File: src/rtl/seq_chk_pkg.sv
// -----------------------------------------------------------------------------
// seq_chk_pkg
// Shared types and helpers for the multi-channel sequence checker
// (seq_window_checker / seq_chk_chan).
//   chk_state_e : per-channel FSM state (IDLE, WAIT)
//   popcount    : number of set bits in a vector of up to 32 bits
//   sat_add     : unsigned add that clamps at a caller-supplied maximum
// -----------------------------------------------------------------------------
package seq_chk_pkg;

  typedef enum logic {
    IDLE = 1'b0,
    WAIT = 1'b1
  } chk_state_e;

  // Counts set bits; callers zero-extend narrower vectors to 32 bits.
  function automatic logic [5:0] popcount(input logic [31:0] v);
    logic [5:0] cnt;
    cnt = '0;
    for (int i = 0; i < 32; i++) begin
      cnt = cnt + {5'd0, v[i]};
    end
    return cnt;
  endfunction

  // Operands are 64 bits wide so that cur + inc cannot overflow for any
  // supported counter width; the result never exceeds max_val.
  function automatic logic [63:0] sat_add(input logic [63:0] cur,
                                          input logic [63:0] inc,
                                          input logic [63:0] max_val);
    logic [63:0] sum;
    sum = cur + inc;
    return (sum > max_val) ? max_val : sum;
  endfunction

endpackage

File: src/rtl/seq_chk_chan.sv
// -----------------------------------------------------------------------------
// seq_chk_chan
// One channel of the a ##[MIN_DLY:MAX_DLY] b checker: a two-state FSM, the
// delay counter and (optionally) the start-cycle latch.
// Optional feature macro: SEQ_CHK_TIMESTAMP_EN (adds TS_W, cyc, start_ts).
//
// Ports:
//   clk      in  sampling clock, rising edge
//   rst      in  asynchronous active-high reset
//   en       in  global check enable
//   a        in  trigger
//   b        in  expected response
//   cyc      in  free-running cycle count        (timestamp build only)
//   start_ts out cycle of the current attempt's trigger (timestamp build only)
//   busy     out attempt in flight
//   pass     out registered one-cycle pass pulse
//   fail     out registered one-cycle fail pulse
//   fail_nxt out unregistered fail decision for this edge (feeds err_cnt)
// -----------------------------------------------------------------------------
module seq_chk_chan
  import seq_chk_pkg::*;
#(
  parameter int MIN_DLY = 1,
  parameter int MAX_DLY = 8
`ifdef SEQ_CHK_TIMESTAMP_EN
  ,
  parameter int TS_W    = 32
`endif
) (
  input  logic            clk,
  input  logic            rst,
  input  logic            en,
  input  logic            a,
  input  logic            b,
`ifdef SEQ_CHK_TIMESTAMP_EN
  input  logic [TS_W-1:0] cyc,
  output logic [TS_W-1:0] start_ts,
`endif
  output logic            busy,
  output logic            pass,
  output logic            fail,
  output logic            fail_nxt
);

  localparam int DLY_W = $clog2(MAX_DLY + 1);
  localparam logic [DLY_W-1:0] MIN_K = DLY_W'(MIN_DLY);
  localparam logic [DLY_W-1:0] MAX_K = DLY_W'(MAX_DLY);
  localparam logic [DLY_W-1:0] ONE_K = DLY_W'(1);

  chk_state_e       r_state;
  chk_state_e       w_state_nxt;
  logic [DLY_W-1:0] r_dly;
  logic [DLY_W-1:0] w_dly_nxt;
  logic             r_pass;
  logic             r_fail;
  logic             w_pass_nxt;
  logic             w_fail_nxt;
  logic             w_load;

  // State register: FSM state, delay counter and the registered pulses.
  always_ff @(posedge clk or posedge rst) begin
    if (rst) begin
      r_state <= IDLE;
      r_dly   <= '0;
      r_pass  <= 1'b0;
      r_fail  <= 1'b0;
    end else begin
      // NOTE: sequential state uses non-blocking (<=) so every register
      // samples the pre-edge values; combinational blocks use blocking (=).
      r_state <= w_state_nxt;
      r_dly   <= w_dly_nxt;
      r_pass  <= w_pass_nxt;
      r_fail  <= w_fail_nxt;
    end
  end

  // Output decode: resolve the attempt using the delay value k held now.
  // Because dly never exceeds MAX_DLY, k >= MIN_DLY is the whole window test.
  always_comb begin
    // NOTE: every combinational output gets a default first, so no path
    // leaves it unassigned and no latch is inferred.
    w_pass_nxt = 1'b0;
    w_fail_nxt = 1'b0;
    if (en && (r_state == WAIT)) begin
      if ((r_dly >= MIN_K) && b) begin
        w_pass_nxt = 1'b1;
      end else if ((r_dly == MAX_K) && !b) begin
        w_fail_nxt = 1'b1;
      end
    end
  end

  // Next-state logic. A trigger on the resolving edge re-arms immediately,
  // giving back-to-back attempts with no idle gap.
  always_comb begin
    w_state_nxt = r_state;
    w_dly_nxt   = r_dly;
    w_load      = 1'b0;
    if (!en) begin
      w_state_nxt = IDLE;
      w_dly_nxt   = '0;
    end else begin
      unique case (r_state)
        IDLE: begin
          // b on the trigger edge is deliberately not looked at.
          if (a) begin
            w_state_nxt = WAIT;
            w_dly_nxt   = ONE_K;
            w_load      = 1'b1;
          end
        end
        WAIT: begin
          if (w_pass_nxt || w_fail_nxt) begin
            if (a) begin
              w_state_nxt = WAIT;
              w_dly_nxt   = ONE_K;
              w_load      = 1'b1;
            end else begin
              w_state_nxt = IDLE;
              w_dly_nxt   = '0;
            end
          end else begin
            w_dly_nxt = r_dly + ONE_K;
          end
        end
        default: begin
          w_state_nxt = IDLE;
          w_dly_nxt   = '0;
        end
      endcase
    end
  end

`ifdef SEQ_CHK_TIMESTAMP_EN
  logic [TS_W-1:0] r_start;

  always_ff @(posedge clk or posedge rst) begin
    // NOTE: the start latch is cleared on reset like all other state, so a
    // fail_ts read right after reset is a defined 0 rather than stale data.
    if (rst) begin
      r_start <= '0;
    end else if (w_load) begin
      r_start <= cyc;
    end
  end

  assign start_ts = r_start;
`else
  // Without timestamps the load strobe has no consumer.
  logic w_load_unused;
  assign w_load_unused = w_load;
`endif

  assign busy     = (r_state == WAIT);
  assign pass     = r_pass;
  assign fail     = r_fail;
  assign fail_nxt = w_fail_nxt;

endmodule

File: config.mk
export PLATFORM = sky130hd
export DESIGN_NAME = seq_chk_chan
export DESIGN_NICKNAME = d
export VERILOG_FILES = /design/src/rtl/seq_chk_pkg.sv /design/src/rtl/seq_chk_chan.sv
export SDC_FILE = /design/constraint.sdc
export NUM_CORES = 1
export LEC_CHECK = 0
export ABC_AREA = 1
export CORE_AREA = 2 2 39 41
export CTS_CLUSTER_SIZE = 25
export DETAILED_ROUTE_END_ITERATION = 10
export DIE_AREA = 0 0 41 43
export REMOVE_ABC_BUFFERS = 1
export SYNTH_ARGS = -nofsm -noshare
export SYNTH_HDL_FRONTEND = slang
export SYNTH_SLANG_ARGS = --single-unit
File: constraint.sdc
create_clock -name clk -period 1.4 [get_ports clk]
set_clock_uncertainty 0.05 [all_clocks]
set_input_delay 0.28 -clock clk [delete_from_list [all_inputs] [get_ports clk]]
set_output_delay 0.28 -clock clk [all_outputs]
set_load 0.02 [all_outputs]
# After elaboration in Yosys (flattened, before gate mapping)
# Cells that the tools add are included.
classes:
  n_addsub: 1
  magnitude_cmp: 1
  eq_ne: 2
  n_mux: 14
  n_bitwise: 1
  n_reduce_logical: 5
op_table:
  columns: ["cell", "n"]
  rows:
  - ["2-to-1 mux 4 bit", 3]
  - ["2-to-1 mux 1 bit", 9]
  - ["case mux 4 bit (2 select lines)", 1]
  - ["adder 4 x 1 -> 4 bit (second input constant)", 1]
  - ["equality test 4 bit (second input constant)", 1]
  - ["greater-or-equal comparator 4 x 1 -> 1 bit (second input constant)", 1]
  - ["logical AND 1 bit", 3]
  - ["inequality test 3 bit (second input constant)", 1]
  - ["case mux 1 bit (2 select lines)", 1]
  - ["logical NOT 1 bit", 1]
  - ["logical OR 1 bit", 1]
  - ["NOT 1 bit", 1]
totals:
  register_bits: 7
  input_bits: 5
  out_inout_bits: 4
  word_cells: 28

# Longest topological paths before layout
# Gate-level depths: netlist of the first run.
depth:
  word_depth: 9
  ltp_mapped: 10

# Worst setup path after synthesis of the first run
# No wires, ideal clock.
synth_path:
  kind: "register to output"
  startpoint: "register r_dly[0]"
  endpoint: "output port fail_nxt"
  arrival_time_ns: 1.033
  t_required_ns: 1.070
  slack_ns: 0.037
  path_stages_with_launch: 7
  cell_sequence: "dfrtp_1 -> inv_1 -> ha_1 -> nand2_1 -> nor2_4 -> nand2_4 -> inv_1"
synth_between:
  elab_chain_len: 5
synth_rtl:
  columns: ["element", "line_no", "rtl"]
  rows:
  - ["from (decl)", "seq_chk_chan.sv:52", "logic [DLY_W-1:0] r_dly;"]
  - ["from (signal assigned)", "seq_chk_chan.sv:71", "r_dly <= w_dly_nxt;"]
  - ["branches (longest 3 deep; another with greater-or-equal comparator 4 x 1 -> 1 bit)", null, null]
  - ["2-to-1 mux 1 bit *", "seq_chk_chan.sv:85", "if ((r_dly >= MIN_K) && b) begin"]
  - ["2-to-1 mux 1 bit *", "seq_chk_chan.sv:84", "if (en && (r_state == WAIT)) begin"]
  - ["to (decl)", "seq_chk_chan.sv:42", "output logic fail_nxt"]
# Mark *: on every way between the ends.

# Final worst setup path of the first run
layout_path:
  startpoint: "register r_dly[1]"
  endpoint: "output port fail_nxt"
# The elaborated chain is that of the path after synthesis.

==> flow_summary.rst, run 1 <==
.. list-table::
   :header-rows: 1

   * - Metric
     - Value
   * - DIE HEIGHT
     - 43 um
   * - Series of cell instances along the critical path
     - inv_2 > ha_4 > nand2_4 > nor2_4 > nand2_4 > inv_2 > buf_6
   * - Count of input and output buffers
     - 8
   * - Final Critical Period
     - 1.582 ns
   * - Library cell used as clock root buffer
     - sky130_fd_sc_hd__clkbuf_4
   * - Failing checks
     - negative setup slack
   * - Synthesized-area fraction occupied by and/or/nand/nor cells
     - 0.3107
   * - Number of levels the H-tree was split into
     - 1
   * - Power per unit of standard cell area
     - 813.7 nW/um2
   * - Ant diodes
     - 0
   * - Count of standard-cell rows
     - 14
   * - Synth Area in Compound Gates
     - 0.08757
   * - Placed cell count
     - 90
   * - Hold crit path type
     - input pin to asynchronous set/reset pin
   * - I/O pin total
     - 9
   * - Post-route antenna net violation count
     - 0
   * - Part of the cycle the worst path needs
     - 1.130
   * - Fraction of the mapped netlist area in adder cells
     - 0.1130
   * - Mean instance size in the synthesized netlist
     - 8.202 um2
   * - CTS sink cnt
     - 7
   * - Clock-pin slew on the worst setup and hold paths
     - 0.06 ns
   * - Combinational family with the most area after synthesis
     - simple AND/OR/NAND/NOR gates
   * - Critical Path Max Stage Delay
     - 0.39 ns
   * - Depth of the worst register-to-register path
     - 10
   * - TritonCTS clock tree
     - yes
   * - Critical-path top delay cell
     - sky130_fd_sc_hd__dfrtp_1
   * - Starting density of the core
     - 0.3201
   * - Hold buffer count at cts
     - 0
   * - Most frequent cells in the layout
     - 13 x sky130_fd_sc_hd__buf_4, 8 x sky130_fd_sc_hd__inv_1, 7 x sky130_fd_sc_hd__dfrtp_1
   * - Horizontal die dimension
     - 41 um
   * - Final WL
     - 1128 um
   * - Final weighted congestion in routability-driven placement
     - 0.8046
   * - Number of global-route vias before repair
     - 408
   * - Share of cells above drive strength 1
     - 0.5185
   * - Cell Area, Synth
     - 442.9 um2
   * - Sequential Area
     - 175.2 um2
   * - Critical Path Stages
     - 7
   * - Final Core Density
     - 0.5543
   * - Worst-Skew Late Latency
     - 0.26 ns
   * - Proportion of synthesized chip area in sequential cells
     - 0.3955
   * - Cell accounting for the most synthesized area
     - sky130_fd_sc_hd__dfrtp_1
   * - Most common cell after layout, fill and taps aside
     - sky130_fd_sc_hd__buf_4
   * - Portion of netlist area occupied by mux cells
     - 0
   * - Std-Cell Core Area
     - 1384 um2
   * - Max Cap Viol
     - 0
   * - Routed len/inst
     - 11.63 um
   * - Pin count of the biggest net entering global routing
     - 8
   * - Gate count after technology mapping
     - 54
   * - Critical path launch point type
     - register
   * - Number of detailed-route iterations in the first pass
     - 4
   * - DP Wirelength
     - 764.9 um
   * - Share of Yosys cell area claimed by the top area cell type
     - 0.3955
   * - Worst setup slack for register-to-register paths
     - -0.13 ns
   * - Non-filler instance count after layout
     - 97
   * - Total Nets Final
     - 91
   * - Initial drt markers
     - 10
   * - Setup violation total in the final timing report
     - 7
   * - Global-route wire length before repair
     - 1635 um
   * - Crit Path Max Fanout
     - 2
   * - Worst IR drop on VDD
     - 0.3995 mV
   * - Setup crit end kind
     - output pin
   * - Startpoint of the worst register-to-register path
     - r_dly[0]
   * - Initial antenna violation count
     - 0
   * - TritonCTS Buffers
     - 3
   * - Sum of negative setup slack
     - -0.4533 ns
   * - Synth top area cells
     - sky130_fd_sc_hd__dfrtp_1 40%, sky130_fd_sc_hd__ha_1 11%, sky130_fd_sc_hd__inv_1 9.3%, sky130_fd_sc_hd__nand3_1 5.6%, sky130_fd_sc_hd__nand2_1 5.1%
   * - Yosys reg bits
     - 7
   * - Footprint of the multi-input gates
     - 304.0 um2
   * - Final worst slack
     - -0.1823 ns
   * - Unrepaired setup endpoints after global routing
     - true
   * - Number of max-slew violations in the final report
     - 0
   * - Die area
     - 1763 um2
   * - Yosys warns
     - 0
   * - Leakage power figure
     - 0.0004107 uW
   * - Highest clock rate
     - 632.0 MHz
   * - Delay-heaviest family, CP
     - flip-flops
   * - Buf/Inv on CP
     - 3
   * - Final worst hold slack
     - 0.2061 ns
   * - Fillers
     - 115
   * - Final-report hold violation count
     - 0
   * - Vias/cell
     - 4.588
   * - Global-route usage over all layers
     - 0.1470
   * - Number of distinct standard cells referenced by the synthesized netlist
     - 14
   * - Remaining global-route overflow
     - 0
   * - Vias post-DR
     - 445
   * - Path type of the worst setup path
     - register to output pin
   * - Tightest slew margin relative to the limit
     - 0.7928
   * - Worst-Margin Slew
     - 0.3104 ns
   * - Drc violations
     - 0
   * - Critical path arrival
     - 1.25 ns
   * - Worst Path Required
     - 1.07 ns
   * - Area growth from synthesis to final layout
     - 73.16%
   * - Capture point of the worst reg-to-reg path
     - r_dly[0]
   * - Max Buffers Root-to-Sink
     - 2
   * - Parity-gate share of the synthesized area counting xor and xnor cells
     - 0
   * - Run status
     - finished with violations
state kept, by name (all words and copies together) (netlist names):
register	cells
pass	1
r_dly	4
busy	1
fail	1
area by class of cell:
cell class / instances / share of cell area
Clock buffer: 4 / 0.03426
Inverter: 11 / 0.05383
Multi-Input combinational cell: 36 / 0.3964
Tap cell: 16 / 0.02610
Timing Repair Buffer: 23 / 0.2610
Sequential cell: 7 / 0.2284
stage by stage:
stage | area [um2] | total power (uW) | setup WS [ns]
6_report | 767.0 | 624.1 | -0.1823
5_1_grt | 767.0 | 662.2 | -0.2565
4_1_cts | 689.4 | 580.5 | -0.2106
3_5_place_dp | 633.1 | 372.0 | -0.6359
3_3_place_gp | 633.1 | 370.3 | -0.6039
2_1_floorplan | 442.9 | 297.5 | 0.03699
worst register-to-register path: cells and delay by family (launching register included):
family | cells | cell delay [ns]
simple gates | 7 | 0.59
fa+ha+maj | 1 | 0.18
buf+inv | 2 | 0.26
flops | 1 | 0.39
report_power, final:
group | internal, uW | total [uW] | switching (uW)
logic | 99.9 | 202 | 103
clock network | 110 | 200 | 90.1
registers | 214 | 222 | 7.63
routing by layer:
metal / share of wire / wire, um / track usage / vias to the layer above
li1: - / - / - / 225
met1: 0.45 / 513 / 0.1688 / 207
met2: 0.47 / 528 / 0.2188 / 9
met3: 0.048 / 54 / 0.06283 / 4
met4: 0.027 / 31 / 0.08000 / 0
met5: 0 / 0 / 0 / -
synthesized netlist by cell type:
library cell / instances
sky130_fd_sc_hd__o21ai_0: 1
sky130_fd_sc_hd__nand4_1: 1
sky130_fd_sc_hd__nand3_1: 5
sky130_fd_sc_hd__nand2_1: 6
sky130_fd_sc_hd__nor2_1: 5
sky130_fd_sc_hd__ha_1: 4
sky130_fd_sc_hd__inv_1: 11
sky130_fd_sc_hd__nor2_4: 1
sky130_fd_sc_hd__nand2_2: 3
sky130_fd_sc_hd__nor2_2: 2
sky130_fd_sc_hd__o22ai_1: 3
sky130_fd_sc_hd__dfrtp_1: 7
sky130_fd_sc_hd__nand2_4: 2
sky130_fd_sc_hd__a21oi_1: 3
how the worst max path moves through the flow:
stage                        start  endpoint  slack (ns)
after floorplan           r_dly[0]  fail_nxt        0.04
after global placement          en  fail_nxt       -0.60
after global routing      r_dly[0]  fail_nxt       -0.26
final                     r_dly[1]  fail_nxt       -0.18
after detailed placement        en  fail_nxt       -0.64
after CTS                 r_dly[0]  fail_nxt       -0.21
timing repair:
item                       4_1_cts  5_1_grt
pin swaps                        5        5
setup endpoints to repair        5        7
buffers inserted                 2        3
resized for setup               19       12
kinds of logic (layout without fill, tap and decap cells):
kind of cell	after synthesis	after routing
compound gates	7	7
fa+ha+maj	4	4
buf+inv	11	38
flops	7	7
simple gates	25	25
No activity file was read; power rests on OpenSTA's default activity.
==> run 2, diff against run 1 <==
Settings changed: MAX_ROUTING_LAYER from default to met4.
==> flow_summary.rst, run 2 (synthesis results as in run 1) <==
.. list-table::
   :header-rows: 1

   * - Metric
     - Value
   * - Highest clock rate
     - 632.6 MHz (about the same)
   * - Remaining global-route overflow
     - 0 (unchanged)
   * - Share of cells above drive strength 1
     - 0.5185 (unchanged)
   * - Final WL
     - 1128 um (unchanged)
   * - Global-route usage over all layers
     - 0.1507 (+0.003642)
   * - Final worst slack
     - -0.1808 ns (+0.001545 ns)
   * - Library cell used as clock root buffer
     - sky130_fd_sc_hd__clkbuf_4
   * - Routed len/inst
     - 11.63 um (unchanged)
   * - Vias post-DR
     - 445 (unchanged)
   * - Total Nets Final
     - 91 (unchanged)
   * - Startpoint of the worst register-to-register path
     - r_dly[0]
   * - Final worst hold slack
     - 0.2092 ns (+0.003190 ns)
   * - Final Critical Period
     - 1.581 ns (-0.001545 ns)
   * - Power per unit of standard cell area
     - 811.7 nW/um2 (-0.25%)
   * - Hold crit path type
     - input pin to asynchronous set/reset pin
   * - Depth of the worst register-to-register path
     - 10 (unchanged)
   * - Tightest slew margin relative to the limit
     - 0.7933 (about the same)
   * - Worst Path Required
     - 1.07 ns (about the same)
   * - DIE HEIGHT
     - 43 um (unchanged)
   * - Ant diodes
     - 0 (unchanged)
   * - Most common cell after layout, fill and taps aside
     - sky130_fd_sc_hd__buf_4
   * - Number of levels the H-tree was split into
     - 1 (unchanged)
   * - Count of input and output buffers
     - 8 (unchanged)
   * - Max Cap Viol
     - 0 (unchanged)
   * - Area growth from synthesis to final layout
     - 73.16% (unchanged)
   * - Hold buffer count at cts
     - 0 (unchanged)
   * - Path type of the worst setup path
     - register to output pin
   * - Sum of negative setup slack
     - -0.4621 ns (-0.008816 ns)
   * - Worst IR drop on VDD
     - 0.3937 mV (-1.5%)
   * - Critical path launch point type
     - register
   * - Critical path arrival
     - 1.25 ns (about the same)
   * - Leakage power figure
     - 0.0004107 uW (unchanged)
   * - Global-route wire length before repair
     - 1635 um (unchanged)
   * - Failing checks
     - negative setup slack
   * - Run status
     - finished with violations
   * - Flip-flop count of the largest register, all copies and words added
     - 4 (unchanged)
   * - Number of max-slew violations in the final report
     - 0 (unchanged)
   * - Most frequent cells in the layout
     - 13 x sky130_fd_sc_hd__buf_4, 8 x sky130_fd_sc_hd__inv_1, 7 x sky130_fd_sc_hd__dfrtp_1
   * - Clock-pin slew on the worst setup and hold paths
     - 0.06 ns (about the same)
   * - TritonCTS clock tree
     - yes
   * - DP Wirelength
     - 764.9 um (unchanged)
   * - Register name with the most flops
     - r_dly
   * - Die area
     - 1763 um2 (unchanged)
   * - Unrepaired setup endpoints after global routing
     - true
   * - Worst-Skew Late Latency
     - 0.26 ns (about the same)
   * - Horizontal die dimension
     - 41 um (unchanged)
   * - Pre-CTS setup slack
     - -0.6359 ns (unchanged)
   * - Max Buffers Root-to-Sink
     - 2 (unchanged)
   * - Initial drt markers
     - 11 (+1)
   * - TritonCTS Buffers
     - 3 (unchanged)
   * - Final weighted congestion in routability-driven placement
     - 0.8163 (+1.5%)
   * - I/O pin total
     - 9 (unchanged)
   * - Setup crit end kind
     - output pin
   * - CTS sink cnt
     - 7 (unchanged)
   * - Worst setup slack for register-to-register paths
     - -0.13 ns (about the same)
   * - Std-Cell Core Area
     - 1384 um2 (unchanged)
   * - Number of global-route vias before repair
     - 406 (-0.49%)
   * - Vias/cell
     - 4.588 (unchanged)
   * - Setup violation total in the final timing report
     - 7 (unchanged)
   * - Count of standard-cell rows
     - 14 (unchanged)
   * - Pin count of the biggest net entering global routing
     - 8 (unchanged)
   * - Worst-Margin Slew
     - 0.3097 ns (-0.0006576 ns)
   * - Starting density of the core
     - 0.3201 (unchanged)
   * - Drc violations
     - 0 (unchanged)
   * - Final-report hold violation count
     - 0 (unchanged)
   * - Crit Path Max Fanout
     - 2 (unchanged)
   * - Total power consumption of the routed design
     - 622.5 uW (-0.25%)
   * - Capture point of the worst reg-to-reg path
     - r_dly[0]
   * - Initial antenna violation count
     - 0 (unchanged)
   * - Post-route antenna net violation count
     - 0 (unchanged)
   * - Part of the cycle the worst path needs
     - 1.129 (about the same)
   * - Number of detailed-route iterations in the first pass
     - 4 (unchanged)
==> run 2: cell counts in the layout (fill, tap and decap cells not counted) <==
No cell type changed its count.
==> run 2: worst max-delay path by stage <==
stage          slack (ns)      from  endpoint  cells after the start
2_1_floorplan        0.04  r_dly[0]  fail_nxt                      6
5_1_grt             -0.26  r_dly[0]  fail_nxt                      7
6_report            -0.18  r_dly[1]  fail_nxt                      7
3_5_place_dp        -0.64        en  fail_nxt                      6
4_1_cts             -0.21  r_dly[0]  fail_nxt                      7
3_3_place_gp        -0.60        en  fail_nxt                      6
==> run 2: power by group <==
part           internal [uW]  total, uW  switching, uW
Clock                    110        198           88.3
Combinational           99.9        203            103
Sequential               214        222           7.70
Total                    424        623            199
==> run 2: layout make-up <==
type                    instances  area, um2
multi-input cells              36      304.0
inverters                      11      41.29
repair buffers                 23      200.2
clock buffers                   4      26.28
fillers                       115      616.8
flip-flops and latches          7      175.2
well taps                      16      20.02
==> run 2: through the flow <==
stage | utilization | instances | cell area [um2]
5_1_grt | 0.5543 | 97 | 767.0
2_1_floorplan | - | 54 | 442.9
3_3_place_gp | 0.4575 | 90 | 633.1
4_1_cts | 0.4982 | 94 | 689.4
6_report | 0.5543 | 97 | 767.0
3_5_place_dp | 0.4575 | 90 | 633.1
==> run 2: layer usage <==
layer	up-vias	wire [um]	global-route usage
li1	224	-	-
met1	207	520	0.1688
met2	9	522	0.2188
met3	5	54	0.06283
met4	0	30	0.08000
met5	-	0	-
==> run 2: worst max-delay path, cell delays in order, from the launching register on <==
cell                      delay (ns)
sky130_fd_sc_hd__dfrtp_1        0.39
sky130_fd_sc_hd__inv_2          0.09
sky130_fd_sc_hd__ha_4           0.14
sky130_fd_sc_hd__nand2_4        0.05
sky130_fd_sc_hd__nor2_4         0.11
sky130_fd_sc_hd__nand2_4        0.05
sky130_fd_sc_hd__inv_2          0.06
sky130_fd_sc_hd__buf_6          0.11
==> run 2: repair_timing <==
item                       in CTS  in global routing
setup buffers                   2                  3
gates resized for setup        19                 12
hold endpoints to repair        0                  0
pin swaps                       5                  5
setup endpoints to repair       5                  7
